### config.mk
export PLATFORM = sky130hd
export DESIGN_NAME = gemm_pe_feeder_flat
export DESIGN_NICKNAME = d
export VERILOG_FILES = /design/src/rtl/gemm_pkg.sv /design/src/rtl/gemm_pe_feeder_if.sv /design/src/rtl/gemm_feeder_addr_gen.sv /design/src/rtl/gemm_pe_feeder.sv /design/src/flat_wrapper.sv
export SDC_FILE = /design/constraint.sdc
export NUM_CORES = 1
export LEC_CHECK = 0
export BUFFER_PORTS_ARGS = -buffer_cell sky130_fd_sc_hd__buf_2
export CORE_AREA = 5 5 163 87
export CTS_BUF_LIST = sky130_fd_sc_hd__clkbuf_4 sky130_fd_sc_hd__clkbuf_8
export DETAILED_ROUTE_END_ITERATION = 12
export DIE_AREA = 0 0 168 92
export PLACE_DENSITY_LB_ADDON = 0.1
export SLEW_MARGIN = 20
export SYNTH_ARGS = -nofsm -noshare
export SYNTH_HDL_FRONTEND = slang
export SYNTH_SLANG_ARGS = --single-unit
### constraint.sdc
create_clock -name clk_i -period 4.5 [get_ports clk_i]
set_input_delay 0.225 -clock clk_i [delete_from_list [all_inputs] [get_ports clk_i]]
set_output_delay 0.225 -clock clk_i [all_outputs]
set_load 0.01 [all_outputs]
### src/rtl/gemm_pkg.sv
// Shared state encoding, default widths and the chunk-word type for the GEMM PE feeder.
package gemm_pkg;

  localparam int IN_DATA_W  = 8;
  localparam int NUM_INPUTS = 4;
  localparam int OUT_DATA_W = 32;

  typedef logic [NUM_INPUTS*IN_DATA_W-1:0] chunk_word_t;

  typedef enum logic [2:0] {
    IDLE,
    RUN,
    TAIL,
    RESULT,
    CLEAR
  } feeder_state_e;

endpackage

### src/rtl/gemm_pe_feeder_if.sv
// Result valid/ready channel from the feeder (master) to its consumer (slave).
interface gemm_pe_feeder_if
  import gemm_pkg::*;
#(
  parameter int OutDataWidth = OUT_DATA_W
);

  logic                    res_valid_o;
  logic                    res_ready_i;
  logic [OutDataWidth-1:0] res_data_o;

  modport master (output res_valid_o, output res_data_o, input res_ready_i);
  modport slave  (input res_valid_o, input res_data_o, output res_ready_i);

endinterface

### src/rtl/gemm_feeder_addr_gen.sv
// Chunk index counter with base+index operand addresses and first/last-chunk flags.
module gemm_feeder_addr_gen #(
  parameter int AddrWidth = 16,
  parameter int KWidth    = 16
) (
  input  logic                 clk_i,
  input  logic                 rst_ni,
  input  logic                 clr_i,
  input  logic                 inc_i,
  input  logic [KWidth-1:0]    k_chunks_i,
  input  logic [AddrWidth-1:0] a_base_i,
  input  logic [AddrWidth-1:0] b_base_i,
  output logic [AddrWidth-1:0] a_addr_o,
  output logic [AddrWidth-1:0] b_addr_o,
  output logic                 first_o,
  output logic                 last_o
);

  logic [KWidth-1:0]    idx_q, idx_d;
  logic [AddrWidth-1:0] idx_ext;

  always_comb begin
    idx_d = idx_q;
    if (clr_i) begin
      idx_d = '0;
    end else if (inc_i) begin
      idx_d = idx_q + KWidth'(1);
    end
  end

  always_ff @(posedge clk_i or negedge rst_ni) begin
    if (!rst_ni) begin
      idx_q <= '0;
    end else begin
      idx_q <= idx_d;
    end
  end

  // The index tops out at K, which fits because K is itself a KWidth value.
  assign idx_ext  = AddrWidth'(idx_q);
  assign a_addr_o = a_base_i + idx_ext;
  assign b_addr_o = b_base_i + idx_ext;
  assign first_o  = (idx_q == '0);
  assign last_o   = (idx_q == k_chunks_i - KWidth'(1));

endmodule

### src/rtl/gemm_pe_feeder.sv
// Streams K operand chunks into one output-stationary MAC PE, then drains its result.
// Optional GEMM_FEEDER_PERF_CNT_EN adds a saturating busy-cycle counter (perf_cycles_o).
module gemm_pe_feeder
  import gemm_pkg::*;
#(
  parameter int InDataWidth  = IN_DATA_W,
  parameter int NumInputs    = NUM_INPUTS,
  parameter int OutDataWidth = OUT_DATA_W,
  parameter int AddrWidth    = 16,
  parameter int KWidth       = 16
) (
  input  logic                             clk_i,
  input  logic                             rst_ni,
  input  logic                             start_i,
  input  logic [KWidth-1:0]                k_chunks_i,
  input  logic [AddrWidth-1:0]             a_base_i,
  input  logic [AddrWidth-1:0]             b_base_i,
  output logic                             busy_o,
  output logic                             a_req_o,
  output logic [AddrWidth-1:0]             a_addr_o,
  input  logic [NumInputs*InDataWidth-1:0] a_rdata_i,
  output logic                             b_req_o,
  output logic [AddrWidth-1:0]             b_addr_o,
  input  logic [NumInputs*InDataWidth-1:0] b_rdata_i,
  output logic [NumInputs*InDataWidth-1:0] pe_a_o,
  output logic [NumInputs*InDataWidth-1:0] pe_b_o,
  output logic                             pe_a_valid_o,
  output logic                             pe_b_valid_o,
  output logic                             pe_init_save_o,
  output logic                             pe_acc_clr_o,
  input  logic [OutDataWidth-1:0]          pe_c_i,
  gemm_pe_feeder_if.master                 res_if,
  output logic                             done_o
`ifdef GEMM_FEEDER_PERF_CNT_EN
  ,
  output logic [31:0]                      perf_cycles_o
`endif
);

  feeder_state_e        state_q, state_d;
  logic [KWidth-1:0]    k_q, k_d;
  logic [AddrWidth-1:0] a_base_q, a_base_d;
  logic [AddrWidth-1:0] b_base_q, b_base_d;
  logic                 zero_q, zero_d;
  logic                 pipe_valid_q, pipe_valid_d;
  logic                 init_q, init_d;

  logic                 start_acc;
  logic                 run;
  logic [AddrWidth-1:0] gen_a_addr, gen_b_addr;
  logic                 idx_first, idx_last;

  assign start_acc = (state_q == IDLE) && start_i;
  assign run       = (state_q == RUN);

  gemm_feeder_addr_gen #(
    .AddrWidth (AddrWidth),
    .KWidth    (KWidth)
  ) u_addr_gen (
    .clk_i      (clk_i),
    .rst_ni     (rst_ni),
    .clr_i      (start_acc),
    .inc_i      (run),
    .k_chunks_i (k_q),
    .a_base_i   (a_base_q),
    .b_base_i   (b_base_q),
    .a_addr_o   (gen_a_addr),
    .b_addr_o   (gen_b_addr),
    .first_o    (idx_first),
    .last_o     (idx_last)
  );

  always_comb begin
    state_d      = state_q;
    k_d          = k_q;
    a_base_d     = a_base_q;
    b_base_d     = b_base_q;
    zero_d       = zero_q;
    pipe_valid_d = run;
    init_d       = run && idx_first;
    unique case (state_q)
      IDLE: begin
        if (start_i) begin
          k_d      = k_chunks_i;
          a_base_d = a_base_i;
          b_base_d = b_base_i;
          zero_d   = (k_chunks_i == '0);
          state_d  = (k_chunks_i == '0) ? RESULT : RUN;
        end
      end
      RUN:    if (idx_last) state_d = TAIL;
      TAIL:   state_d = RESULT;
      RESULT: if (res_if.res_ready_i) state_d = CLEAR;
      CLEAR: begin
        zero_d  = 1'b0;
        state_d = IDLE;
      end
      default: state_d = IDLE;
    endcase
  end

  always_ff @(posedge clk_i or negedge rst_ni) begin
    if (!rst_ni) begin
      state_q      <= IDLE;
      k_q          <= '0;
      a_base_q     <= '0;
      b_base_q     <= '0;
      zero_q       <= 1'b0;
      pipe_valid_q <= 1'b0;
      init_q       <= 1'b0;
    end else begin
      state_q      <= state_d;
      k_q          <= k_d;
      a_base_q     <= a_base_d;
      b_base_q     <= b_base_d;
      zero_q       <= zero_d;
      pipe_valid_q <= pipe_valid_d;
      init_q       <= init_d;
    end
  end

  assign busy_o   = (state_q != IDLE);
  assign a_req_o  = run;
  assign b_req_o  = run;
  assign a_addr_o = run ? gen_a_addr : '0;
  assign b_addr_o = run ? gen_b_addr : '0;

  // Memory data arrives one cycle after the request, aligned with pipe_valid_q.
  assign pe_a_o         = pipe_valid_q ? a_rdata_i : '0;
  assign pe_b_o         = pipe_valid_q ? b_rdata_i : '0;
  assign pe_a_valid_o   = pipe_valid_q;
  assign pe_b_valid_o   = pipe_valid_q;
  assign pe_init_save_o = init_q;
  assign pe_acc_clr_o   = (state_q == CLEAR);
  assign done_o         = (state_q == CLEAR);

  // No PE strobes fire in RESULT, so pe_c_i holds steady for the whole handshake.
  assign res_if.res_valid_o = (state_q == RESULT);
  assign res_if.res_data_o  = ((state_q == RESULT) && !zero_q) ? pe_c_i : '0;

`ifdef GEMM_FEEDER_PERF_CNT_EN
  logic [31:0] perf_q, perf_d;

  always_comb begin
    perf_d = perf_q;
    if (start_acc) begin
      perf_d = '0;
    end else if (busy_o && (perf_q != '1)) begin
      perf_d = perf_q + 32'd1;
    end
  end

  always_ff @(posedge clk_i or negedge rst_ni) begin
    if (!rst_ni) begin
      perf_q <= '0;
    end else begin
      perf_q <= perf_d;
    end
  end

  assign perf_cycles_o = perf_q;
`endif

endmodule

### src/flat_wrapper.sv
// flat-port wrapper written by rule: the top's interface ports become plain ports
module gemm_pe_feeder_flat import gemm_pkg::*;
#(
  parameter int InDataWidth  = IN_DATA_W,
  parameter int NumInputs    = NUM_INPUTS,
  parameter int OutDataWidth = OUT_DATA_W,
  parameter int AddrWidth    = 16,
  parameter int KWidth       = 16
)
  (clk_i, rst_ni, start_i, k_chunks_i, a_base_i, b_base_i, busy_o, a_req_o, a_addr_o, a_rdata_i, b_req_o, b_addr_o, b_rdata_i, pe_a_o, pe_b_o, pe_a_valid_o, pe_b_valid_o, pe_init_save_o, pe_acc_clr_o, pe_c_i, done_o, res_if_res_valid_o, res_if_res_data_o, res_if_res_ready_i);
  gemm_pe_feeder_if #(.OutDataWidth(OutDataWidth)) res_if_i ();
  input  logic clk_i;
  input  logic rst_ni;
  input  logic start_i;
  input  logic [KWidth-1:0] k_chunks_i;
  input  logic [AddrWidth-1:0] a_base_i;
  input  logic [AddrWidth-1:0] b_base_i;
  output logic busy_o;
  output logic a_req_o;
  output logic [AddrWidth-1:0] a_addr_o;
  input  logic [NumInputs*InDataWidth-1:0] a_rdata_i;
  output logic b_req_o;
  output logic [AddrWidth-1:0] b_addr_o;
  input  logic [NumInputs*InDataWidth-1:0] b_rdata_i;
  output logic [NumInputs*InDataWidth-1:0] pe_a_o;
  output logic [NumInputs*InDataWidth-1:0] pe_b_o;
  output logic pe_a_valid_o;
  output logic pe_b_valid_o;
  output logic pe_init_save_o;
  output logic pe_acc_clr_o;
  input  logic [OutDataWidth-1:0] pe_c_i;
  output logic done_o;
  output wire logic [$bits(res_if_i.res_valid_o)-1:0] res_if_res_valid_o;
  output wire logic [$bits(res_if_i.res_data_o)-1:0] res_if_res_data_o;
  input wire logic [$bits(res_if_i.res_ready_i)-1:0] res_if_res_ready_i;
  assign res_if_res_valid_o = res_if_i.res_valid_o;
  assign res_if_res_data_o = res_if_i.res_data_o;
  assign res_if_i.res_ready_i = res_if_res_ready_i;
  gemm_pe_feeder #(.InDataWidth(InDataWidth), .NumInputs(NumInputs), .OutDataWidth(OutDataWidth), .AddrWidth(AddrWidth), .KWidth(KWidth)) u_core (.clk_i(clk_i), .rst_ni(rst_ni), .start_i(start_i), .k_chunks_i(k_chunks_i), .a_base_i(a_base_i), .b_base_i(b_base_i), .busy_o(busy_o), .a_req_o(a_req_o), .a_addr_o(a_addr_o), .a_rdata_i(a_rdata_i), .b_req_o(b_req_o), .b_addr_o(b_addr_o), .b_rdata_i(b_rdata_i), .pe_a_o(pe_a_o), .pe_b_o(pe_b_o), .pe_a_valid_o(pe_a_valid_o), .pe_b_valid_o(pe_b_valid_o), .pe_init_save_o(pe_init_save_o), .pe_acc_clr_o(pe_acc_clr_o), .pe_c_i(pe_c_i), .res_if(res_if_i), .done_o(done_o));
endmodule
==> results by group <==
Clock network
  – Clock Latency Late Sink: 0.35 ns
  – CTS tree: done
  – Clock buffer depth: 2
  – Clk sinks: 70
  – Worst-path clk slew: 0.07 ns
  – # Post-CTS Setup Buffers: 0
  – CTS Buf Count: 9
  – Root Driver: clkbuf_8
  – # H-tree levels: 3

Timing
  – Minimum clock period after layout: 3.54 ns
  – Clock Skews: 0.00934 ns
  – Setup TNS: 0 ns
  – Post-route setup slack: 0.956 ns
  – RSZ-0062 raised after global routing: false
  – Slew Limit Fails: 0
  – Final setup vio count: 0
  – Slew headroom: 0.445
  – Final Hold Viols: 0
  – Post-route clock period utilization: 0.788
  – FMAX: 282 MHz
  – Slew of the pin with the lowest slew margin: 0.831 ns

Drt
  – Iteration-0 DRC Markers: 430
  – Antenna-violating nets left: 0
  – Router iterations before antenna repair: 5
  – Wirelength per Cell: 17.8 µm
  – Vias per inst: 5.13
  – DR vias: 5460
  – Final WL: 18900 µm
  – Post-route DRC: 0

Yosys
  – Post-Synthesis Cells: 621
  – Top_reg_cell synth: dfrtp_1
  – Sequential area share after synthesis: 0.316
  – Syn nets: 804
  – Asr flop ratio synth: 1.00
  – Yosys Warn Count: 0
  – Number of synthesized flops with an enable pin: 0
  – Register bit total from synthesis: 70
  – Post-Syn Area per Cell: 8.92 µm²
  – Post-synth cell types: 56
  – Mapped Area: 0.00554 mm²

Hold path
  – Hold WC Path Type: in2reg

Floorplanning
  – Starting Density: 0.445
  – I/O Pins: 285
  – Rows: 29
  – Die height: 92 µm
  – Die X: 168 µm
  – Core area: 0.0124 mm²
  – Die ar.: 0.0155 mm²

Place
  – Dpl hpwl: 15000 µm
  – Post-Place Setup Slack: 1.34 ns
  – PortBufs: 284
  – Routability congestion estimate: 0.900

Cells and area
  – Fraction of layout cells with a size suffix above 1: 0.402
  – Antenna fix cells: 0
  – Area delta synth->final: 31.3%
  – Nets@finish: 1074
  – # fillers: 1166

Critical path
  – Critical path capture point type: output pin
  – Data arrival, critical path: 3.32 ns
  – CP Max Fanout: 7
  – CP Data Required Time: 4.28 ns
  – Crit Path Category: reg2out
  – Launching element type of the critical path: register

GRT
  – Vias in the first global route: 5268
  – Largest net degree at the start of global routing: 67
  – Overall routing resource usage: 0.236
  – Antenna violations before repair: 0
  – Grt ovf: 0
  – First-pass GRT wire length: 29400 µm

Power and ir drop
  – Pleak: 0.00388 µW
  – Peak VDD IR: 0.000361 V
  – Pwr per Cell Area: 577 mW/mm²

Outcome
  – Status: finished clean

Job
  – Max_cap viols: 0
==> worst paths after layout <==
path / end / from / cells after the start / slack (ns)
max reg2reg: u_core.state_q[0] / u_core.k_q[0] / 9 / 1.87
max in group asynchronous: u_core.u_addr_gen.idx_ext[15] / rst_ni / 3 / 3.29
min in group asynchronous: u_core.a_base_q[9] / rst_ni / 2 / 0.42
min: u_core.b_base_q[3] / b_base_i[3] / 2 / 0.1
max: a_addr_o[12] / u_core.u_addr_gen.idx_ext[0] / 10 / 0.96
min reg2reg: u_core.a_base_q[7] / u_core.a_base_q[7] / 1 / 0.52
==> state kept, by name (all words and copies together) (netlist names) <==
signal / cells
u_core.state_q: 3
u_core.pe_init_save_o: 1
u_core.u_addr_gen.idx_ext: 16
u_core.b_base_q: 16
u_core.a_base_q: 16
u_core.zero_q: 1
u_core.pe_a_valid_o: 1
u_core.k_q: 16
==> metrics by stage <==
| stage | cell area [µm²] | hold WS (ns) | std cells | power [µW] | utilization |
|---|---|---|---|---|---|
| global placement | 7100 | 0.458 | 1049 | 3720 | 0.570 |
| floorplan | 5540 | -0.0706 | 621 | 2880 | - |
| CTS | 7260 | 0.0863 | 1063 | 4230 | 0.583 |
| detailed placement | 7100 | 0.461 | 1049 | 3750 | 0.570 |
| finish | 7270 | 0.0985 | 1064 | 4200 | 0.584 |
| global route | 7270 | 0.0866 | 1064 | 4550 | 0.584 |
==> synth_stat cells, drive strengths merged (4+ instances only) <==
cell type    n  area [µm²]
mux2        46         518
o21bai       4        30.0
buf          6        33.8
a21oi       24         120
nand4       12        75.1
and2       102         638
nor3         6        30.0
xnor2       24         210
inv         14        52.6
nor4b        4        41.3
nand2b       6        37.5
xor2        35         307
nor2        67         251
nand3b       4        30.0
o21ai       20         100
nand3        9        45.0
dfrtp       70        1750
a21o        13        97.6
clkbuf      24        90.1
or3          5        31.3
nand2       23        86.3
and3         6        37.5
ha          33         413
or2          7        43.8
nor4        10        62.6
o21a         5        37.5
==> per-layer routing <==
layer	vias up	GRT usage	wire (µm)
li1	2687	-	-
met1	2552	0.317	8390
met2	202	0.395	8970
met3	19	0.0546	1340
met4	0	0.0459	183
met5	-	0	0
==> layout by cell type (no fill, tap or decap), types with 3 or more instances in the layout <==
cell type	n
and2_1	102
nor4b_1	3
o31ai_1	3
ha_1	33
dfrtp_1	70
or3_1	5
buf_2	283
nand2_1	23
a21oi_1	24
nand3_1	9
mux2_2	46
nor2_1	65
o21ai_0	20
buf_4	5
o211ai_1	3
and3_1	6
o21a_1	5
nor4_1	10
nand4_1	12
a31oi_1	3
xor2_1	35
nand3b_1	4
xnor2_1	24
a311oi_1	3
inv_1	14
nand2b_1	6
o21bai_1	4
or2_2	6
a21o_1	13
clkbuf_8	10
nor3_1	6
==> worst max-delay path, stage by stage, from the launching register on <==
cell and delay (ns):
dfrtp_1 0.47, ha_1 0.27, fa_1 0.46, a21o_1 0.19
a221oi_1 0.37, a21oi_1 0.17, a21o_1 0.22, a311oi_1 0.40
o21ai_0 0.13, a21oi_1 0.13, buf_2 0.14
==> logic make-up after synthesis <==
| family | after synthesis | synth area share |
|---|---|---|
| flops | 70 | 0.316 |
| mux | 46 | 0.0935 |
| compound gates | 95 | 0.112 |
| buf+inv | 45 | 0.0337 |
| xor+xnor | 59 | 0.0933 |
| fa+ha+maj | 35 | 0.0818 |
| simple gates | 271 | 0.269 |
==> cell type report <==
type,count,area (µm²),area share
multi-input combinational,506,3610,0.496
sequential,70,1750,0.241
timing repair buffer,290,1480,0.204
tap,170,213,0.0292
clock buffer,12,153,0.0210
inverter,14,52.6,0.00722
clock inverter,2,10.0,0.00138
==> where the power goes <==
group	internal (µW)	switching, µW
combinational	1200	1370
clock	220	231
sequential	891	285
==> repair_timing <==
action,in CTS,in global routing
hold buffers,0,1
endpoints found under the hold margin,0,45
setup endpoints to repair,0,0
gates resized for setup,0,0
Power figures use the tool's default switching activity.
